===== config.mk =====
export PLATFORM = sky130hd
export DESIGN_NAME = mul_int_seq_ctrl
export DESIGN_NICKNAME = d
export VERILOG_FILES = /design/src/rtl/mul_seq_pkg.sv /design/src/rtl/adder_nbit.sv /design/src/rtl/mul_seq_datapath.sv /design/src/rtl/mul_int_seq_ctrl.sv
export SDC_FILE = /design/constraint.sdc
export NUM_CORES = 1
export LEC_CHECK = 0
export CAP_MARGIN = 20
export CORE_MARGIN = 3
export CORE_UTILIZATION = 45
export DETAILED_ROUTE_END_ITERATION = 7
export HOLD_SLACK_MARGIN = 0.12
export PLACE_DENSITY_LB_ADDON = 0.12
export SLEW_MARGIN = 20
export SYNTH_ARGS = -nofsm -noshare
export SYNTH_HDL_FRONTEND = slang
export SYNTH_SLANG_ARGS = --single-unit

===== constraint.sdc =====
create_clock -name clk -period 2.6 [get_ports clk]
set_input_delay 0.39 -clock clk [delete_from_list [all_inputs] [get_ports clk]]
set_output_delay 0.39 -clock clk [all_outputs]
set_load 0.02 [all_outputs]

===== src/rtl/mul_seq_pkg.sv =====
// mul_seq_pkg: shared types and helpers for the sequential shift-and-add multiplier.
//   state_t    : controller state encoding (IDLE, RUN, DONE), 2 bits
//   cnt_width  : iteration counter width for a given operand width
package mul_seq_pkg;

    typedef enum logic [1:0] {
        IDLE = 2'd0,
        RUN  = 2'd1,
        DONE = 2'd2
    } state_t;

    function automatic int cnt_width(input int width);
        return $clog2(width + 1);
    endfunction

endpackage


===== src/rtl/adder_nbit.sv =====
// adder_nbit: WIDTH-bit adder; the carry-out is dropped so the sum wraps modulo 2^WIDTH.
//   a, b : addends
//   sum  : (a + b) mod 2^WIDTH
module adder_nbit #(
    parameter int WIDTH = 4
) (
    input  logic [WIDTH-1:0] a,
    input  logic [WIDTH-1:0] b,
    output logic [WIDTH-1:0] sum
);

    assign sum = a + b;

endmodule


===== src/rtl/mul_seq_datapath.sv =====
// mul_seq_datapath: accumulator, multiplicand and multiplier registers around one shared adder.
//   clk, rst_n : clock and asynchronous active-low reset
//   load       : capture a/b and clear the accumulator
//   step       : perform one shift-and-add iteration
//   a, b       : multiplicand and multiplier operands
//   sum        : accumulator value after the current iteration (valid while stepping)
//   rest_zero  : no set bits remain in the multiplier after the current shift
module mul_seq_datapath #(
    parameter int WIDTH = 4
) (
    input  logic             clk,
    input  logic             rst_n,
    input  logic             load,
    input  logic             step,
    input  logic [WIDTH-1:0] a,
    input  logic [WIDTH-1:0] b,
    output logic [WIDTH-1:0] sum,
    output logic             rest_zero
);

    logic [WIDTH-1:0] acc;
    logic [WIDTH-1:0] mcand;
    logic [WIDTH-1:0] mplier;
    logic [WIDTH-1:0] addend;

    assign addend    = mplier[0] ? mcand : '0;
    assign rest_zero = (mplier[WIDTH-1:1] == '0);

    adder_nbit #(.WIDTH(WIDTH)) u_add (
        .a   (acc),
        .b   (addend),
        .sum (sum)
    );

    always_ff @(posedge clk or negedge rst_n) begin
        if (!rst_n) begin
            acc    <= '0;
            mcand  <= '0;
            mplier <= '0;
        end else if (load) begin
            acc    <= '0;
            mcand  <= a;
            mplier <= b;
        end else if (step) begin
            acc    <= sum;
            mcand  <= mcand << 1;
            mplier <= mplier >> 1;
        end
    end

endmodule


===== src/rtl/mul_int_seq_ctrl.sv =====
// mul_int_seq_ctrl: sequential shift-and-add multiplier returning the low WIDTH bits of A*B.
//   clk, rst_n          : clock and asynchronous active-low reset
//   in_valid, in_ready  : operand handshake (accepts A, B only in IDLE)
//   A, B                : multiplicand and multiplier
//   out_valid, out_ready: result handshake (P held stable in DONE until accepted)
//   P                   : registered product, holds its last value in IDLE
//   busy                : high in RUN or DONE
// Optional: define MUL_SEQ_EARLY_TERM_EN to leave RUN as soon as no multiplier bits
// remain, and to skip RUN entirely when B is zero.
module mul_int_seq_ctrl
    import mul_seq_pkg::*;
#(
    parameter int WIDTH = 4,
    parameter int CNT_W = cnt_width(WIDTH)
) (
    input  logic             clk,
    input  logic             rst_n,
    input  logic             in_valid,
    output logic             in_ready,
    input  logic [WIDTH-1:0] A,
    input  logic [WIDTH-1:0] B,
    output logic             out_valid,
    input  logic             out_ready,
    output logic [WIDTH-1:0] P,
    output logic             busy
);

`ifdef MUL_SEQ_EARLY_TERM_EN
    localparam bit EARLY_TERM = 1'b1;
`else
    localparam bit EARLY_TERM = 1'b0;
`endif

    localparam logic [CNT_W-1:0] LAST = CNT_W'(WIDTH - 1);

    state_t           state;
    state_t           state_nxt;
    logic [CNT_W-1:0] cnt;
    logic [WIDTH-1:0] sum;
    logic             rest_zero;
    logic             accept;
    logic             run;
    logic             skip;
    logic             last_step;

    assign accept    = in_valid && in_ready;
    assign run       = (state == RUN);
    assign skip      = EARLY_TERM && (B == '0);
    assign last_step = (cnt == LAST) || (EARLY_TERM && rest_zero);

    mul_seq_datapath #(.WIDTH(WIDTH)) u_dp (
        .clk       (clk),
        .rst_n     (rst_n),
        .load      (accept),
        .step      (run),
        .a         (A),
        .b         (B),
        .sum       (sum),
        .rest_zero (rest_zero)
    );

    always_ff @(posedge clk or negedge rst_n) begin
        if (!rst_n) state <= IDLE;
        else        state <= state_nxt;
    end

    always_comb begin
        state_nxt = (state == IDLE) ? (accept ? (skip ? DONE : RUN) : IDLE) :
                    (state == RUN)  ? (last_step ? DONE : RUN) :
                    (state == DONE) ? (out_ready ? IDLE : DONE) : IDLE;
    end

    always_comb begin
        in_ready  = (state == IDLE);
        out_valid = (state == DONE);
        busy      = (state == RUN) || (state == DONE);
    end

    // P captures the final sum on the step that enters DONE, so it is valid
    // together with out_valid; a skipped RUN yields a zero product.
    always_ff @(posedge clk or negedge rst_n) begin
        if (!rst_n) begin
            cnt <= '0;
            P   <= '0;
        end else begin
            cnt <= accept ? '0 : run ? cnt + 1'b1 : cnt;
            if (run && last_step) P <= sum;
            else if (accept && skip) P <= '0;
        end
    end

endmodule


==> results of run 1 <==
## metrics by stage
step                      power (mW)  setup WS (ns)  cell area (um2)  hold WS [ns]  utilization [%]
final                          1.301         0.5795             1353        0.4159            59.43
after CTS                      1.323         0.5509             1353        0.4125            59.43
after global placement         1.135         0.7339             1326        0.4639            58.27
after floorplan               0.9602         0.7825             1110       0.09441                -
after global routing           1.419         0.4803             1353        0.4296            59.43
after detailed placement       1.166         0.6600             1326        0.4822            58.27
## critical path, cell delays in order, from the launching register on
cell             delay (ns)
dfrtp_1                0.40
inv_1                  0.08
ha_1                   0.23
clkdlybuf4s50_1        0.63
## per-layer routing
layer  routed length (um)  global-route usage (%)
met5                    0                       0
met4                   14                   6.250
met3                   83                   2.552
met2                  946                   23.99
met1                  895                   16.86
## state kept, by name, indices dropped and copies added, names as in the netlist
signal	flops
u_dp.mcand	4
cnt	3
state	2
u_dp.mplier	4
u_dp.acc	4
P	4
## report_power, final
part | leakage, nW | internal (mW) | switching (mW)
sequential | 0.273 | 0.445 | 0.0702
combinational | 0.376 | 0.304 | 0.330
clock | 0.0150 | 0.0597 | 0.0923
total | 0.664 | 0.808 | 0.493
## how the worst min path moves through the flow
| stage | to | slack [ns] | depth (start not counted) |
|---|---|---|---|
| 2_1_floorplan | P[0]$_DFFE_PN0P_ | 0.09 | 0 |
| 3_3_place_gp | P[2]$_DFFE_PN0P_ | 0.46 | 2 |
| 3_5_place_dp | P[2]$_DFFE_PN0P_ | 0.48 | 2 |
| 4_1_cts | P[0]$_DFFE_PN0P_ | 0.41 | 2 |
| 5_1_grt | P[0]$_DFFE_PN0P_ | 0.43 | 2 |
| 6_report | P[0]$_DFFE_PN0P_ | 0.42 | 2 |
## cells by family after synthesis
| group | count (synthesis) | share of synthesized area [%] |
|---|---|---|
| and+or+nand+nor | 32 | 12.63 |
| muxes | 13 | 12.06 |
| xor gates and xnor gates | 3 | 3.608 |
| AOI/OAI and AO/OA | 16 | 9.245 |
| adders and majority gates | 9 | 10.82 |
| DFF | 21 | 47.35 |
| buffers and inverters | 12 | 4.285 |
## cells in the final DEF (no fill, tap or decap), types with 2 or more instances in the layout
| cell type | netlist | layout |
|---|---|---|
| dfrtp_1 | 21 | 21 |
| clkdlybuf4s50_1 | 0 | 18 |
| nand2_1 | 16 | 16 |
| mux2i_1 | 10 | 10 |
| o21ai_0 | 10 | 10 |
| nor2_1 | 8 | 8 |
| ha_1 | 8 | 8 |
| inv_1 | 7 | 7 |
| and2_1 | 4 | 4 |
| mux2_2 | 3 | 3 |
| nor2b_1 | 3 | 3 |
| clkbuf_4 | 0 | 3 |
| buf_4 | 0 | 3 |
| a21o_1 | 2 | 2 |
## final cells by class
class                      count  share of cell area (%)
inverter                       7                   1.943
sequential                    21                   38.85
tap                           28                   2.590
multi-input combinational     73                   39.69
timing repair buffer          21                   14.99
clock buffer                   4                   1.943
==> run metrics, run 1 <==
Setup Buffers After CTS=0; area delta synth->final=21.87%; clock tree sinks=21; ANT nets after route=0; vias in the first global route=784; final cell count without fillers=154; die footprint=between 3000 and 4000 um2; Final setup viols=0; Worst Path Arrival=1.63 ns; count leader, synth=dfrtp_1; GPL Wtd Cong=0.7694; initial cell density of the core=48.76%; Max Freq=0.4949 GHz; vias per cell=4.916; nets=148; post-route DRC violation count=0; Synth cell types=22; total track usage=13.96%; worst r2r dst=P[3]$_DFFE_PN0P_; Vias=757; Post-synth ARST share=100.0%; flop2flop setup slack=0.65 ns; wire per inst=12.60 um; Setup crit end kind=output pin; largest net degree at the start of global routing=25; IO buf count=18; Data required, critical path=2.21 ns; Yosys reg bits=21; CTS Hold Bufs=0; worst-path fanout max=5; diode count=0; clk buf depth=2; initial detailed-routing violation count=5; Skew-Pair Late Insertion Delay=0.30 ns; HP Class=in -> async; crit path capture=in_ready; share of the synthesized area in the top cell type=47.35%; Fin. Hold Viols=0; Lkg Pwr=0.6641 nW; CTS resizes=0; top post-synthesis cells by count=21 x dfrtp_1, 16 x nand2_1, 10 x mux2i_1, 10 x o21ai_0; First-pass DRT Iterations=3; pins over their slew limit=0; Synth Warn #=0; gr ovfl total=0; max-cap violations=0; worst-margin pin slew=0.5487 ns; minimum clock period=between 2 and 2.5 ns; FILL cells=202; CTS Buf Count=3; Register Area=525.5 um2; WL final=slightly below 2000 um; fin crit share=77.71%; RR Startpoint=u_dp.mplier[0]$_DFFE_PN0P_; crit start category=register; area leader, netlist=dfrtp_1; r2r worst-path depth=7; dpl cells=150; Clock Tree Root=clkbuf_4; Max IR drop VDD=0.4741 mV; ratio of cells with drive above 1 in the final layout=7.937%; WS Path Type=reg -> out; depth of the CTS H-tree=1; multi-input logic area=roughly 540 um2; synthesized cell area=1110 um2; Die Wd=about 56 um; setup TNS=0 ns; EDFF count, synth=0; Syn Nets=around 130; CP startpoint=state[0]$_DFF_PN0_; most used flip-flop cell after synthesis=dfrtp_1; PD cells=962.0 nW/um2; initial antenna violation count=0; clk_skew=between 0.005 and 0.006 ns; Cells after Synth=106; largest cells by area after synthesis=dfrtp_1 47%, ha_1 9.0%, mux2i_1 9.0%; # rows=17; # IOs=19; clk slew on worst S/H paths=approximately 0.11 ns; die height=55.66 um; CTS tree=done; RSZ-0062 raised after global routing=no; first-pass GRT wire length=3408 um; Final HPWL DP=between 1500 and 2000 um; sequential share of the synthesized area=47.35%; Max-slew headroom=63.42%; status=finished clean; Mapped Avg Cell Area=10.47 um2; Placeable Area=around 2300 um2
No activity file was read; power rests on OpenSTA's default activity.
==> run 2, diff against run 1 <==
==> constraint.sdc (replaced) <==
create_clock -name clk -period 1.77 [get_ports clk]
set_input_delay 0.2655 -clock clk [delete_from_list [all_inputs] [get_ports clk]]
set_output_delay 0.2655 -clock clk [all_outputs]
set_load 0.02 [all_outputs]
==> run 2 against run 1 <==
The run now ends with negative setup slack left. Utilization grew 4.7 points. Die area is the same. First-iteration DRC count decreased by 60%. Critical path type is now reg -> reg.
==> run metrics, run 2 (synthesis results as in run 1) <==
Worst Path Arrival=1.99 ns (was 1.63 ns); initial detailed-routing violation count=2 (was 5); initial antenna violation count=0 (unchanged); crit start category=register (unchanged); Final HPWL DP=1525 um (was 1514 um); final worst setup slack=-0.004794 ns (was 0.5795 ns); clock network fraction of total power=11.5% (was 11.7%); fin crit share=100.3%; Place WS=-0.04413 ns (was 0.6600 ns); IO buf count=18 (unchanged); dpl cells=157 (was 150); ANT nets after route=0 (unchanged); Vias=804 (was 757); Data required, critical path=1.98 ns (was 2.21 ns); Max Freq=0.5634 GHz; WL final=2086 um (was 1940 um); CTS Buf Count=3 (unchanged); FILL cells=190 (was 202); Psw=784.5 uW (was 492.6 uW); nets=158 (was 148); pins over their slew limit=0 (unchanged); total track usage=14.66% (was 13.96%); clk slew on worst S/H paths=0.13 ns (was 0.11 ns); area delta synth->final=31.57% (was 21.87%); total power=2.101 mW (was 1.301 mW); ratio of cells with drive above 1 in the final layout=19.12% (was 7.937%); initial cell density of the core=48.76% (unchanged); commonest non-fill, non-tap cells in the layout=21 x dfrtp_1, 15 x nand2_1, 15 x clkdlybuf4s50_1, 12 x buf_4 (was 21 x dfrtp_1, 18 x clkdlybuf4s50_1, 16 x nand2_1, 10 x mux2i_1, 10 x o21ai_0); status=finished with violations (was finished clean); clk buf depth=2 (unchanged); gr ovfl total=0 (unchanged); # IOs=19 (unchanged); Max Used Layer=met4 (unchanged); first-pass GRT wire length=3567 um (was 3408 um); Setup crit end kind=register (was output pin); clk_skew=0.01146 ns (was 0.005695 ns); Skew-Pair Late Insertion Delay=0.31 ns (was 0.30 ns); Internal=1.316 mW (was 808.4 uW); Reg power frac=36.2% (was 39.6%); largest net degree at the start of global routing=23 (was 25); final cell count without fillers=164 (was 154); First-pass DRT Iterations=3 (unchanged); metal2 WL=1001 um (was 946 um); PD cells=1439 nW/um2 (was 962.0 nW/um2); GPL Wtd Cong=0.7923 (was 0.7694); die height=55.66 um (unchanged); Max-slew headroom=80.93% (was 63.42%); CTS Hold Bufs=0 (unchanged); switch share=37.35% (was 37.86%); die footprint=3098 um2 (unchanged); HP Class=in -> async (unchanged); worst-path fanout max=3 (was 5); # rows=17 (unchanged); CTS tree=done (unchanged); Clock Tree Root=clkbuf_4 (unchanged); Lkg Pwr=0.7066 nW (was 0.6641 nW); vias per cell=4.902 (was 4.916); worst-margin pin slew=0.2860 ns (was 0.5487 ns); depth of the CTS H-tree=1 (unchanged); most common cell after layout, fill and taps aside=dfrtp_1 (unchanged); combinational power share=52.3% (was 48.7%); Max IR drop VDD=0.9980 mV (was 0.4741 mV); WS Path Type=reg -> reg (was reg -> out); diode count=0 (unchanged); Placeable Area=2276 um2 (unchanged); Final setup viols=1 (was 0); vias in the first global route=809 (was 784); Die Wd=55.66 um (unchanged); minimum clock period=1.775 ns; max-cap violations=0 (unchanged); post-route DRC violation count=0 (unchanged); Fin. Hold Viols=0 (unchanged); wire per inst=12.72 um (was 12.60 um); met3 wire len=85 um (was 83 um); RSZ-0062 raised after global routing=yes (was no); clock tree sinks=21 (unchanged); failing checks=negative setup slack; M1 WL=986 um (was 895 um)
-- run 2: final cells by class --
type | count | area (um2) | share of cell area [%]
multi-input combinational | 73 | 569.3 | 38.99
sequential | 21 | 525.5 | 35.99
timing repair buffer | 31 | 277.8 | 19.02
tap | 28 | 35.03 | 2.399
clock buffer | 4 | 26.28 | 1.799
inverter | 7 | 26.28 | 1.799
-- run 2: power groups by stage --
stage	Combinational, mW	Sequential [mW]	Clock [mW]
detailed placement	1.02	0.771	0
CTS	1.08	0.759	0.248
global route	1.22	0.786	0.267
finish	1.10	0.761	0.241
floorplan	0.629	0.786	0
global placement	0.997	0.760	0
-- run 2: stage by stage --
step	util (%)	instance area, um2	TNS [ns]	hold slack (ns)
2_1_floorplan	-	1112	0	-0.03009
3_3_place_gp	60.69	1381	-0.003787	0.4617
3_5_place_dp	60.69	1381	-0.08049	0.4751
4_1_cts	63.44	1444	-0.04438	0.2858
5_1_grt	64.16	1460	-0.1072	0.2983
6_report	64.16	1460	-0.004794	0.2775
-- run 2: worst paths after layout --
kind                                                  from                         end  slack, ns  cells past startpoint
worst max-delay path            u_dp.mplier[0]$_DFFE_PN0P_     u_dp.acc[3]$_DFFE_PN0P_     -0.005                      6
min in group clk                                      B[0]  u_dp.mplier[0]$_DFFE_PN0P_       0.49                      3
worst min-delay path                                 rst_n            P[0]$_DFFE_PN0P_       0.28                      2
max in group asynchronous                            rst_n  u_dp.mplier[3]$_DFFE_PN0P_       1.27                      2
worst min register to register            P[2]$_DFFE_PN0P_            P[2]$_DFFE_PN0P_       0.50                      2
worst max register to register  u_dp.mplier[0]$_DFFE_PN0P_     u_dp.acc[3]$_DFFE_PN0P_     -0.005                      6
-- run 2: repair_timing --
item / CTS / global route
setup endpoints to repair: 5 / 2
gates resized for setup: 6 / 3
setup buffers: 2 / 1
pin swaps: 5 / 5
-- run 2: metal layers --
| layer | track usage (%) | vias up |
|---|---|---|
| li1 | - | 408 |
| met1 | 19.41 | 382 |
| met2 | 22.97 | 12 |
| met3 | 3.248 | 2 |
| met4 | 6.250 | 0 |
| met5 | 0 | - |
-- run 2: critical path: stages, from the launching register on --
cell     delay, ns
dfrtp_1       0.43
and2_1        0.16
ha_2          0.18
a21o_1        0.20
a21oi_4       0.15
mux2i_1       0.22
mux2_2        0.34
